===== src/rtl/quad_decoder.sv =====
// quad_decoder: x4 quadrature decoder with signed position, step pulses, direction and sticky error.
module quad_decoder #(
  parameter int CNT_WIDTH = 16
) (
  input  logic                 clock,
  input  logic                 reset,
  input  logic                 a,
  input  logic                 b,
  input  logic                 clear,
  output logic [CNT_WIDTH-1:0] position,
  output logic                 up,
  output logic                 dn,
  output logic                 dir,
  output logic                 err
);
  logic [1:0] cur, prev, pi, ci, d;
  logic primed, fwd, rev, bad;
  // Gray-to-binary phase index; forward motion walks the index downward by one.
  always_comb begin
    pi  = {prev[1], ^prev};
    ci  = {cur[1], ^cur};
    d   = pi - ci;
    fwd = primed && d == 2'd1;
    rev = primed && d == 2'd3;
    bad = primed && d == 2'd2;
  end
  always_ff @(posedge clock or negedge reset)
    if (!reset) begin
      cur      <= 2'b00;
      prev     <= 2'b00;
      primed   <= 1'b0;
      position <= '0;
      up       <= 1'b0;
      dn       <= 1'b0;
      dir      <= 1'b1;
      err      <= 1'b0;
    end else begin
      cur      <= {a, b};
      prev     <= primed ? cur : {a, b};
      primed   <= 1'b1;
      up       <= fwd;
      dn       <= rev;
      dir      <= fwd ? 1'b1 : rev ? 1'b0 : dir;
      err      <= !clear && (err || bad);
      position <= clear ? '0 : fwd ? position + CNT_WIDTH'(1) : rev ? position - CNT_WIDTH'(1) : position;
    end
endmodule


===== config.mk =====
export PLATFORM = sky130hd
export DESIGN_NAME = quad_decoder
export DESIGN_NICKNAME = d
export VERILOG_FILES = /design/src/rtl/quad_decoder.sv
export SDC_FILE = /design/constraint.sdc
export NUM_CORES = 1
export LEC_CHECK = 0
export CORE_ASPECT_RATIO = 1.2
export CORE_MARGIN = 5
export CORE_UTILIZATION = 35
export DETAILED_ROUTE_END_ITERATION = 8
export SYNTH_ARGS = -nofsm -noshare
export SYNTH_HDL_FRONTEND = slang
export SYNTH_SLANG_ARGS = --single-unit

===== constraint.sdc =====
create_clock -name clock -period 9.85 [get_ports clock]
set_input_delay 1.97 -clock clock [delete_from_list [all_inputs] [get_ports clock]]
set_output_delay 1.97 -clock clock [all_outputs]
set_load 0.03 [all_outputs]

==> results of run 1 <==
## per-stage QoR
stage	setup slack [ns]	hold WS [ns]	cells	power, mW	utilization, %
3_3_place_gp	6.24	0.488	256	0.572	42.8
3_5_place_dp	6.18	0.492	256	0.571	42.8
6_report	6.20	0.503	260	0.637	43.9
5_1_grt	5.94	0.563	260	0.689	43.9
4_1_cts	6.16	0.507	260	0.643	43.9
2_1_floorplan	6.73	0.499	178	0.470	-
## worst reg2reg max path, delay by kind of cell (launching register included)
family,cells,cell delay [ns]
compound gates,4,0.69
xor+xnor,1,0.17
fa+ha+maj,2,0.77
flops,1,0.43
mux,2,0.56
simple gates,2,0.92
## cells in the final DEF (no fill, tap or decap), drive strengths merged, types with 2 or more instances in the layout
cell type / Yosys / final
o21a: 3 / 3
nand4: 2 / 2
nand2: 22 / 22
nand3: 5 / 5
a31oi: 3 / 3
clkbuf: 5 / 3
o211ai: 2 / 2
mux2: 3 / 3
nor2b: 4 / 4
a22o: 3 / 3
clkdlybuf4s50: 0 / 24
nor2: 12 / 12
dfrtp: 24 / 24
xor2: 5 / 5
a21o: 3 / 3
a211oi: 3 / 3
ha: 18 / 18
inv: 5 / 6
buf: 1 / 2
o21ai: 7 / 7
xnor2: 11 / 11
a21oi: 19 / 19
## final cells by class
| cell class | instances | area, um^2 |
|---|---|---|
| inverter | 5 | 18.8 |
| clock inverter | 1 | 8.76 |
| multi-input combinational | 142 | 1010 |
| clock buffer | 3 | 41.3 |
| fill | 462 | 2590 |
| sequential | 25 | 627 |
| tap | 58 | 72.6 |
| timing repair buffer | 26 | 255 |
## registers in the layout, summed over array words and instances (netlist names)
signal    count
primed        1
position     16
cur           2
err           1
up            1
dn            1
prev          2
dir           1
## metal layers
layer	part of all wire, %	global-route usage [%]
met5	0	0
met4	0.98	4.03
met1	47	14.8
met2	49	20.5
met3	3.4	1.99
## cell usage after synthesis (all sizes together) (4+ instances only)
cell and number:
nand3 5, nand2 22, clkbuf 5, xor2 5
inv 5, nor2b 4, nor2 12, o21ai 7
xnor2 11, ha 18, a21oi 19, dfrtp 24
## power by group through the flow
stage | registers, mW | logic, mW | clock network [mW]
floorplan | 0.197 | 0.272 | 0
global placement | 0.153 | 0.419 | 0
detailed placement | 0.153 | 0.418 | 0
CTS | 0.152 | 0.420 | 0.0708
global route | 0.156 | 0.460 | 0.0741
finish | 0.151 | 0.418 | 0.0679
## worst max-delay path by stage
stage,cells after the start,start,to
2_1_floorplan,12,cur[1],position[15]
3_3_place_gp,11,cur[1],position[15]
3_5_place_dp,11,cur[1],position[15]
4_1_cts,11,cur[1],position[15]
5_1_grt,11,cur[1],position[15]
6_report,11,cur[1],position[15]
## logic make-up after synthesis
| family | Yosys count | share of synthesized area [%] |
|---|---|---|
| and+or+nand+nor | 53 | 14.7 |
| AOI/OAI and AO/OA | 49 | 19.6 |
| DFF | 25 | 37.3 |
| adders and majority gates | 19 | 14.6 |
| xor gates and xnor gates | 16 | 8.33 |
| buffers and inverters | 11 | 2.68 |
| muxes | 4 | 2.60 |
| other | 1 | 0.223 |
==> impl_metrics.csv, run 1 <==
group,metric,value,unit
timing,timing.final.setup_violations,0,
clock_tree,postCtsResizedCells,0,
clock_tree,clock_path_buffers,2,
route,dr.first_iter.drc_count,69,
clock_tree,cts_inserted_buffers,3,
final_layout,fraction_of_final_layout_cells_with_drive_strength_greater_than_1,7.43,%
timing,clock.fmax,274,MHz
route,routed_wire_length_per_instance,13.7,um
global_routing,globalRouteOverflowTotal,0,
worst_setup_path,cpPeakStageDelay,0.57,ns
min_path,hold_path_depth,2,
worst_setup_path,worst_path_dominant_cell_family,"simple AND/OR/NAND/NOR gates",
global_routing,global_route_wire_length_before_repair,5980,um
worst_setup_path,timing.critical_path.slowest_stage_cell,"sky130_fd_sc_hd__or2_2",
synth,number_of_enable_flip_flop_cells_after_synthesis,0,
final_layout,syn_to_final_growth,20.9,%
synth,synth_largest_type_area_fraction,35.7,%
clock_tree,cts_post_setup_buffers_inserted,0,
worst_setup_path,worstSetupStartpointType,"register",
worst_setup_path,crit_chain,"xor2_1 > ha_1 > nand2b_1 > or2_2 > ha_1 > o211ai_2 > o211ai_2 > a21oi_2 > o31ai_2 > mux2i_1 > mux2_1",
timing,final_hold_viol_count,0,
clock_tree,clock_tree.htree_level_count,1,
clock_tree,insertion_delay_of_the_later_clocked_pin_in_the_worst_skew_pair,0.28,ns
worst_setup_path,cp_num_buf_inv,0,
timing,clock-skew-final,0.00254,ns
pwr,pwr-share-seq,23.7,%
route,route.antenna.remaining_nets,0,
placed_design,count_of_buffers_from_port_buffering,24,
synth,synth.yosys.seq_area_share,37.3,%
placed_design,placedInstanceArea,0.00198,mm^2
global_routing,grt_pass1_vias,1300,
pwr,power.leakage,0.905,nW
worst_setup_path,crit_arrival,3.82,ns
min_path,min-delay-start,"dir",
synth,synth_fp_nets,202,
global_routing,grt_util_all_layers,11.9,%
clock_tree,cts.root.buffer_cell,"sky130_fd_sc_hd__clkbuf_8",
min_path,hold_crit_path_type,"register to register",
clock_tree,postCtsHoldBufs,0,
route,detail_route.first_pass.iterations,4,
die,coreArea,0.00463,mm^2
final_layout,num_antenna_cells,0,
route,dr_total_vias,1325,
die,boundaryPins,25,
pwr,net-switching-power,293,uW
global_routing,grt_antenna_before_repair,0,
worst_setup_path,worstPathRequired,10.02,ns
synth,top_cells_by_area_in_the_synthesized_netlist,"sky130_fd_sc_hd__dfrtp_1, sky130_fd_sc_hd__ha_1, sky130_fd_sc_hd__xnor2_1",
worst_setup_path,rr_worst_depth,11,
pwr,pwr_density_cell,313,mW/mm^2
route,postRouteWirelength,3570,um
synth,post_synthesis_register_bit_count,25,
final_layout,postLayoutCellArea,0.00203,mm^2
clock_tree,worst_path_clk_slew,0.10,ns
worst_setup_path,timing_worst_setup_path_type,"register to register",
synth,synth-async-reset-ratio,100,%
clock_tree,cts_num_sinks,25,
worst_setup_path,r2r_slack,6.20,ns
timing,worst-slew-pin-transition,0.713,ns
worst_setup_path,worstSetupEndpointType,"register",
synth,yosysWarningCount,0,
synth,yosys_most_used_dff,"sky130_fd_sc_hd__dfrtp_1",
worst_setup_path,worstPathMaxFanout,19,
die,initial_core_util,36.3,%
run,drv_cap,0,
status,outcome,"finished clean",
synth,synthCells,178,
global_routing,grt_start_max_net_pins,26,
timing,maxSlewViolCount,0,
die,design.die.area,0.00630,mm^2
die,die-height,85.9,um
timing,finalCriticalPeriod,3.65,ns
synth,netlist-cell-type-count,41,
pwr,intPower,344,uW
timing,max_slew_margin,52.3,%
route,routed_via_density,5.10,
route,drc,0,
timing,rsz_0062_raised_after_global_routing,"false",
die,dieWidth,73.3,um
worst_setup_path,launch_instance_of_the_worst_register_to_register_path,"cur[1]",
clock_tree,tritoncts,"yes",
final_layout,num-nets-final,227,
synth,syn-mean-instance-area,9.45,um^2
synth,syn_area,0.00168,mm^2
pwr,logic_pwr_share,65.6,%
placed_design,dp.final_hpwl,2570,um
pwr,sw_ratio,46.0,%
pwr,clock_power_share,10.7,%
min_path,timing.hold.worst_endpoint,"dir",
worst_setup_path,timing.rr.end,"position[15]",
pwr,ir_drop_worst_vdd,0.111,mV
synth,synth_top_cell_by_area,"sky130_fd_sc_hd__dfrtp_1",
die,placementRows,27,
timing,setup_tns,0,ns
timing,finalCritPeriodShare,37.1,%
placed_design,gp_routability_congestion,0.857,
Note: power is estimated with default switching activity, not from simulation.
==> inputs of run 2 (changes only) <==
clock period = 3.28 ns   (was 9.85 ns; I/O delays follow)
==> run 2 against run 1 <==
  * Clock power grew to 2.8 times the previous value
  * Cell count grew 1.9%
  * Wire length grew 1.7%
  * Die area is the same
  * Global-route usage grew 0.83 points
  * Sequential share of layout area shrank 0.96 points
  * Setup slack lost 6.0 ns
  * Maximum frequency grew 19%
  * Largest cell class unchanged
==> impl_metrics.csv, run 2 (synthesis gave the netlist of run 1 again) <==
group,metric,value,unit
timing,timing.final.setup_violations,0,
route,drc,0,
final_layout,num-nets-final,232,
pwr,pwr-share-seq,23.3,%
worst_setup_path,rr_worst_depth,12,
clock_tree,cts_inserted_buffers,3,
clock_tree,clock_path_buffers,2,
global_routing,grt_pass1_vias,1445,
clock_tree,cts.root.buffer_cell,"sky130_fd_sc_hd__clkbuf_8",
final_layout,final_core_util,45.3,%
min_path,min-delay-start,"dir",
min_path,hold_path_depth,2,
clock_tree,cts_num_sinks,25,
worst_setup_path,worstPathMaxFanout,13,
timing,clock-skew-final,0.00319,ns
global_routing,grt_util_all_layers,12.8,%
placed_design,gp_routability_congestion,0.861,
final_layout,num_antenna_cells,0,
route,routed_via_density,5.15,
die,placementRows,27,
final_layout,syn_to_final_growth,24.8,%
clock_tree,cts_post_setup_buffers_inserted,0,
min_path,hold_crit_path_type,"register to register",
worst_setup_path,launch_instance_of_the_worst_register_to_register_path,"cur[1]",
pwr,pwr_density_cell,936,mW/mm^2
route,detail_route.first_pass.iterations,4,
route,routed_wire_length_per_instance,13.7,um
worst_setup_path,worstSetupStartpointType,"register",
timing,maxSlewViolCount,0,
pwr,sw_ratio,45.4,%
clock_tree,tritoncts,"yes",
final_layout,postLayoutCellArea,0.00210,mm^2
timing,clock.fmax,326,MHz
worst_setup_path,r2r_slack,0.21,ns
final_layout,largest_reg_flops,16,
timing,setup_tns,0,ns
pwr,net-switching-power,893,uW
final_layout,layout_common_cells,"sky130_fd_sc_hd__dfrtp_1, sky130_fd_sc_hd__clkdlybuf4s50_1, sky130_fd_sc_hd__nand2_1",
run,drv_cap,0,
final_layout,post_layout_nonfiller_instances,265,
final_layout,max_flop_register,"position",
clock_tree,worst_path_clk_slew,0.09,ns
worst_setup_path,timing_worst_setup_path_type,"register to register",
placed_design,numPlacedInstances,261,
pwr,logic_pwr_share,67.1,%
pwr,clock_power_share,9.6,%
route,postRouteWirelength,3630,um
timing,worst-slew-pin-transition,0.685,ns
global_routing,grt_start_max_net_pins,26,
pwr,ir_drop_worst_vdd,0.339,mV
timing,finalCriticalPeriod,3.07,ns
pwr,power.leakage,0.928,nW
die,coreArea,0.00463,mm^2
timing,rsz_0062_raised_after_global_routing,"false",
timing,max_slew_margin,54.2,%
timing,finalCritPeriodShare,93.6,%
die,die-height,85.9,um
worst_setup_path,worstSetupEndpointType,"register",
global_routing,global_route_wire_length_before_repair,6470,um
clock_tree,insertion_delay_of_the_later_clocked_pin_in_the_worst_skew_pair,0.27,ns
die,boundaryPins,25,
route,dr_total_vias,1366,
clock_tree,clock_tree.htree_level_count,1,
final_layout,top_regs,"position x16, cur x2, prev x2",
worst_setup_path,worstPathRequired,3.44,ns
pwr,intPower,1.07,mW
placed_design,placedInstanceArea,0.00202,mm^2
final_layout,fraction_of_final_layout_cells_with_drive_strength_greater_than_1,11.6,%
global_routing,grt_antenna_before_repair,0,
worst_setup_path,crit_arrival,3.23,ns
status,outcome,"finished clean",
route,route.antenna.remaining_nets,0,
placed_design,dp.final_hpwl,2710,um
min_path,timing.hold.worst_endpoint,"dir",
die,initial_core_util,36.3,%
die,dieWidth,73.3,um
die,design.die.area,0.00630,mm^2
global_routing,globalRouteOverflowTotal,0,
worst_setup_path,timing.rr.end,"position[15]",
timing,final_hold_viol_count,0,
route,dr.first_iter.drc_count,125,
clock_tree,postCtsHoldBufs,0,
placed_design,count_of_buffers_from_port_buffering,24,
final_layout,fillerInstances,454,
run 2: final cells by class:
| cell class | count | area, um^2 | area share, % |
|---|---|---|---|
| well taps | 58 | 72.6 | 3.46 |
| flip-flops and latches | 25 | 627 | 29.9 |
| inverters | 5 | 18.8 | 0.894 |
| clock buffers | 3 | 41.3 | 1.97 |
| repair buffers | 31 | 293 | 14.0 |
| clock inverters | 1 | 7.51 | 0.358 |
| multi-input cells | 142 | 1040 | 49.5 |
run 2: per-stage QoR:
step	setup slack (ns)	total power, mW	hold slack [ns]
floorplan	0.161	1.41	0.360
global route	0.00633	2.15	0.558
detailed placement	-0.0425	1.76	0.495
finish	0.211	1.96	0.504
global placement	0.0289	1.75	0.490
CTS	0.00166	1.97	0.509
run 2: critical path, stage by stage, from the launching register on:
cell                       delay, ns
sky130_fd_sc_hd__dfrtp_1        0.42
sky130_fd_sc_hd__xor2_1         0.18
sky130_fd_sc_hd__ha_1           0.30
sky130_fd_sc_hd__nand2b_1       0.16
sky130_fd_sc_hd__or2_4          0.31
sky130_fd_sc_hd__buf_4          0.19
sky130_fd_sc_hd__ha_1           0.30
sky130_fd_sc_hd__nand2_1        0.06
sky130_fd_sc_hd__a21oi_2        0.13
sky130_fd_sc_hd__a21oi_2        0.10
sky130_fd_sc_hd__o31ai_2        0.25
sky130_fd_sc_hd__mux2i_1        0.23
sky130_fd_sc_hd__mux2_1         0.33
run 2: timing repair:
action                                  4_1_cts  5_1_grt
gates resized for setup                       1        5
hold endpoints to repair                      0        0
pin swaps                                     0        1
endpoints found under the setup margin        1        6
cloned                                        0        0
run 2: power by group through the flow:
| stage | clock [mW] | sequential, mW | combinational (mW) |
|---|---|---|---|
| 6_report | 0.189 | 0.457 | 1.32 |
| 5_1_grt | 0.209 | 0.473 | 1.46 |
| 4_1_cts | 0.201 | 0.459 | 1.31 |
| 3_5_place_dp | 0 | 0.464 | 1.29 |
| 3_3_place_gp | 0 | 0.463 | 1.29 |
| 2_1_floorplan | 0 | 0.593 | 0.818 |
run 2: routing by layer:
metal | track usage [%] | routed length, um | up-vias
met5 | 0 | 0 | -
met4 | 4.53 | 63 | 0
met3 | 1.88 | 117 | 7
met2 | 21.9 | 1810 | 23
met1 | 16.0 | 1640 | 642
li1 | - | - | 694
run 2: how the worst max path moves through the flow:
| stage | start | cells past startpoint | slack, ns | end |
|---|---|---|---|---|
| after floorplan | cur[1] | 12 | 0.16 | position[15] |
| after global placement | cur[1] | 12 | 0.03 | position[15] |
| after detailed placement | cur[1] | 12 | -0.04 | position[15] |
| after CTS | cur[1] | 11 | 0.002 | position[12] |
| after global routing | cur[1] | 12 | 0.006 | position[15] |
| final | cur[1] | 12 | 0.21 | position[15] |
==> inputs of run 3 (changes only) <==
PLACE_DENSITY_LB_ADDON = 0.2   (was unset)
==> run 3 against run 2 <==
  * Global-route usage is 0.099 points higher
  * Critical endpoint unchanged
  * Register-to-register slack worse by 0.03 ns
  * Clock skew is 0.0029 ns higher
  * Wire length is 6.9% higher
  * Cell count is 0.75% higher
  * Sequential share of layout area is 0.33 points lower
  * First-iteration DRC count is 52% lower
  * Largest power group unchanged
==> impl_metrics.csv, run 3 (synthesis gave the netlist of run 1 again) <==
group,metric,value,unit
timing,timing.final.setup_violations,0,
final_layout,top_regs,"position x16, cur x2, prev x2",
worst_setup_path,critical_path.endpoint,"position[15]",
status,outcome,"finished clean",
die,design.die.area,0.00630,mm^2
pwr,pwr_density_cell,943,mW/mm^2
global_routing,globalRouteOverflowTotal,0,
route,drc,0,
global_routing,grt_util_all_layers,12.9,%
clock_tree,postCtsHoldBufs,0,
timing,maxSlewViolCount,0,
final_layout,num-nets-final,234,
worst_setup_path,worstPathMaxFanout,7,
clock_tree,insertion_delay_of_the_later_clocked_pin_in_the_worst_skew_pair,0.28,ns
die,boundaryPins,25,
pwr,intPower,1.08,mW
final_layout,multiInputGateArea,0.00105,mm^2
timing,max_slew_margin,52.4,%
placed_design,detailedPlace.worstSlack,-0.00928,ns
die,initial_core_util,36.3,%
placed_design,placedInstanceArea,0.00202,mm^2
global_routing,global_route_wire_length_before_repair,6450,um
timing,final_hold_viol_count,0,
timing,finalCritPeriodShare,94.4,%
final_layout,sequential_cell_area,627,um^2
die,placementRows,27,
timing,setup_ws,0.183,ns
worst_setup_path,launch_instance_of_the_worst_register_to_register_path,"cur[1]",
run,drv_cap,0,
route,dr.first_iter.drc_count,60,
placed_design,count_of_buffers_from_port_buffering,24,
timing,finalCriticalPeriod,3.10,ns
route,postRouteWirelength,3880,um
worst_setup_path,worstPathRequired,3.44,ns
clock_tree,cts.root.buffer_cell,"sky130_fd_sc_hd__clkbuf_8",
timing,clock.fmax,323,MHz
min_path,hold_crit_path_type,"register to register",
pwr,logic_pwr_share,67.2,%
route,detail_route.first_pass.iterations,4,
pwr,ir_drop_worst_vdd,0.302,mV
final_layout,layout_common_cells,"sky130_fd_sc_hd__dfrtp_1, sky130_fd_sc_hd__clkdlybuf4s50_1, sky130_fd_sc_hd__nand2_1",
pwr,clock_power_share,9.9,%
pwr,total_power,2.00,mW
clock_tree,cts_num_sinks,25,
worst_setup_path,timing.critical_path.from,"cur[1]",
final_layout,postLayoutCellArea,0.00212,mm^2
worst_setup_path,worstSetupEndpointType,"register",
die,coreArea,0.00463,mm^2
worst_setup_path,crit_arrival,3.26,ns
die,die-height,85.9,um
final_layout,max_flop_register,"position",
placed_design,dp.final_hpwl,2820,um
worst_setup_path,r2r_slack,0.18,ns
timing,clock-skew-final,0.00606,ns
clock_tree,clock_path_buffers,2,
clock_tree,cts_inserted_buffers,3,
route,route.antenna.remaining_nets,0,
final_layout,final_core_util,45.9,%
placed_design,gp_routability_congestion,0.831,
route,routed_wire_length_per_instance,14.5,um
global_routing,grt_start_max_net_pins,26,
timing,worst-slew-pin-transition,0.712,ns
final_layout,largest_reg_flops,16,
global_routing,grt_pass1_vias,1459,
die,dieWidth,73.3,um
clock_tree,tritoncts,"yes",
route,dr_total_vias,1404,
pwr,net-switching-power,920,uW
worst_setup_path,rr_worst_depth,12,
route,routed_via_density,5.26,
final_layout,num_antenna_cells,0,
pwr,pwr-share-seq,22.9,%
pwr,sw_ratio,45.9,%
final_layout,fillerInstances,446,
worst_setup_path,timing_worst_setup_path_type,"register to register",
clock_tree,worst_path_clk_slew,0.09,ns
pwr,power.leakage,0.941,nW
worst_setup_path,timing.rr.end,"position[15]",
final_layout,fraction_of_final_layout_cells_with_drive_strength_greater_than_1,12.9,%
worst_setup_path,worstSetupStartpointType,"register",
global_routing,grt_antenna_before_repair,0,
clock_tree,clock_tree.htree_level_count,1,
final_layout,syn_to_final_growth,26.2,%
run 3: cell types whose count changed in the layout (fill, tap and decap cells not counted), sizes merged:
cell and change:
buf +1, or2 +1
run 3: routing by layer:
metal | GRT usage [%] | share of wire, % | vias up
li1 | - | - | 697
met1 | 16.1 | 44 | 660
met2 | 20.8 | 49 | 35
met3 | 2.34 | 4.7 | 12
met4 | 6.38 | 2.9 | 0
met5 | 0 | 0 | -
run 3: worst min-delay path by stage:
stage / cells past startpoint / slack, ns / startpoint / end
after floorplan: 0 / 0.36 / reset / cur[0]
after global placement: 2 / 0.49 / dir / dir
after detailed placement: 2 / 0.49 / err / err
after CTS: 2 / 0.51 / err / err
after global routing: 2 / 0.53 / dir / dir
final: 2 / 0.51 / dir / dir
run 3: critical path: stages, from the launching register on:
cell and delay [ns]:
sky130_fd_sc_hd__dfrtp_1 0.42, sky130_fd_sc_hd__xor2_1 0.18, sky130_fd_sc_hd__ha_1 0.32, sky130_fd_sc_hd__nand2b_4 0.17
sky130_fd_sc_hd__or2_4 0.27, sky130_fd_sc_hd__buf_4 0.17, sky130_fd_sc_hd__ha_1 0.33, sky130_fd_sc_hd__a21oi_1 0.23
sky130_fd_sc_hd__nand2_1 0.09, sky130_fd_sc_hd__a21oi_2 0.20, sky130_fd_sc_hd__o31ai_2 0.10, sky130_fd_sc_hd__mux2i_1 0.17
sky130_fd_sc_hd__mux2_1 0.33
run 3: through the flow:
step / hold slack (ns) / setup TNS, ns / instances
2_1_floorplan: 0.360 / 0 / 178
3_3_place_gp: 0.493 / 0 / 261
3_5_place_dp: 0.488 / -0.0117 / 261
4_1_cts: 0.511 / 0 / 265
5_1_grt: 0.533 / -0.00334 / 267
6_report: 0.506 / 0 / 267
run 3: final cells by class:
cell class,count,area share (%)
Clock buffer,3,1.95
Clock inverter,1,0.354
Inverter,5,0.884
Multi-Input combinational cell,143,49.7
Sequential cell,25,29.5
Tap cell,58,3.42
Timing Repair Buffer,32,14.2
run 3: timing repair:
action | 4_1_cts | 5_1_grt
gates resized for setup | 2 | 6
pin swaps | 0 | 1
cloned | 0 | 1
endpoints found under the setup margin | 2 | 3
setup buffers | 0 | 1
run 3: power by group through the flow:
stage	logic, mW	clock network [mW]	registers [mW]
floorplan	0.818	0	0.593
global placement	1.29	0	0.461
detailed placement	1.30	0	0.464
CTS	1.32	0.206	0.460
global route	1.48	0.219	0.470
finish	1.35	0.198	0.459
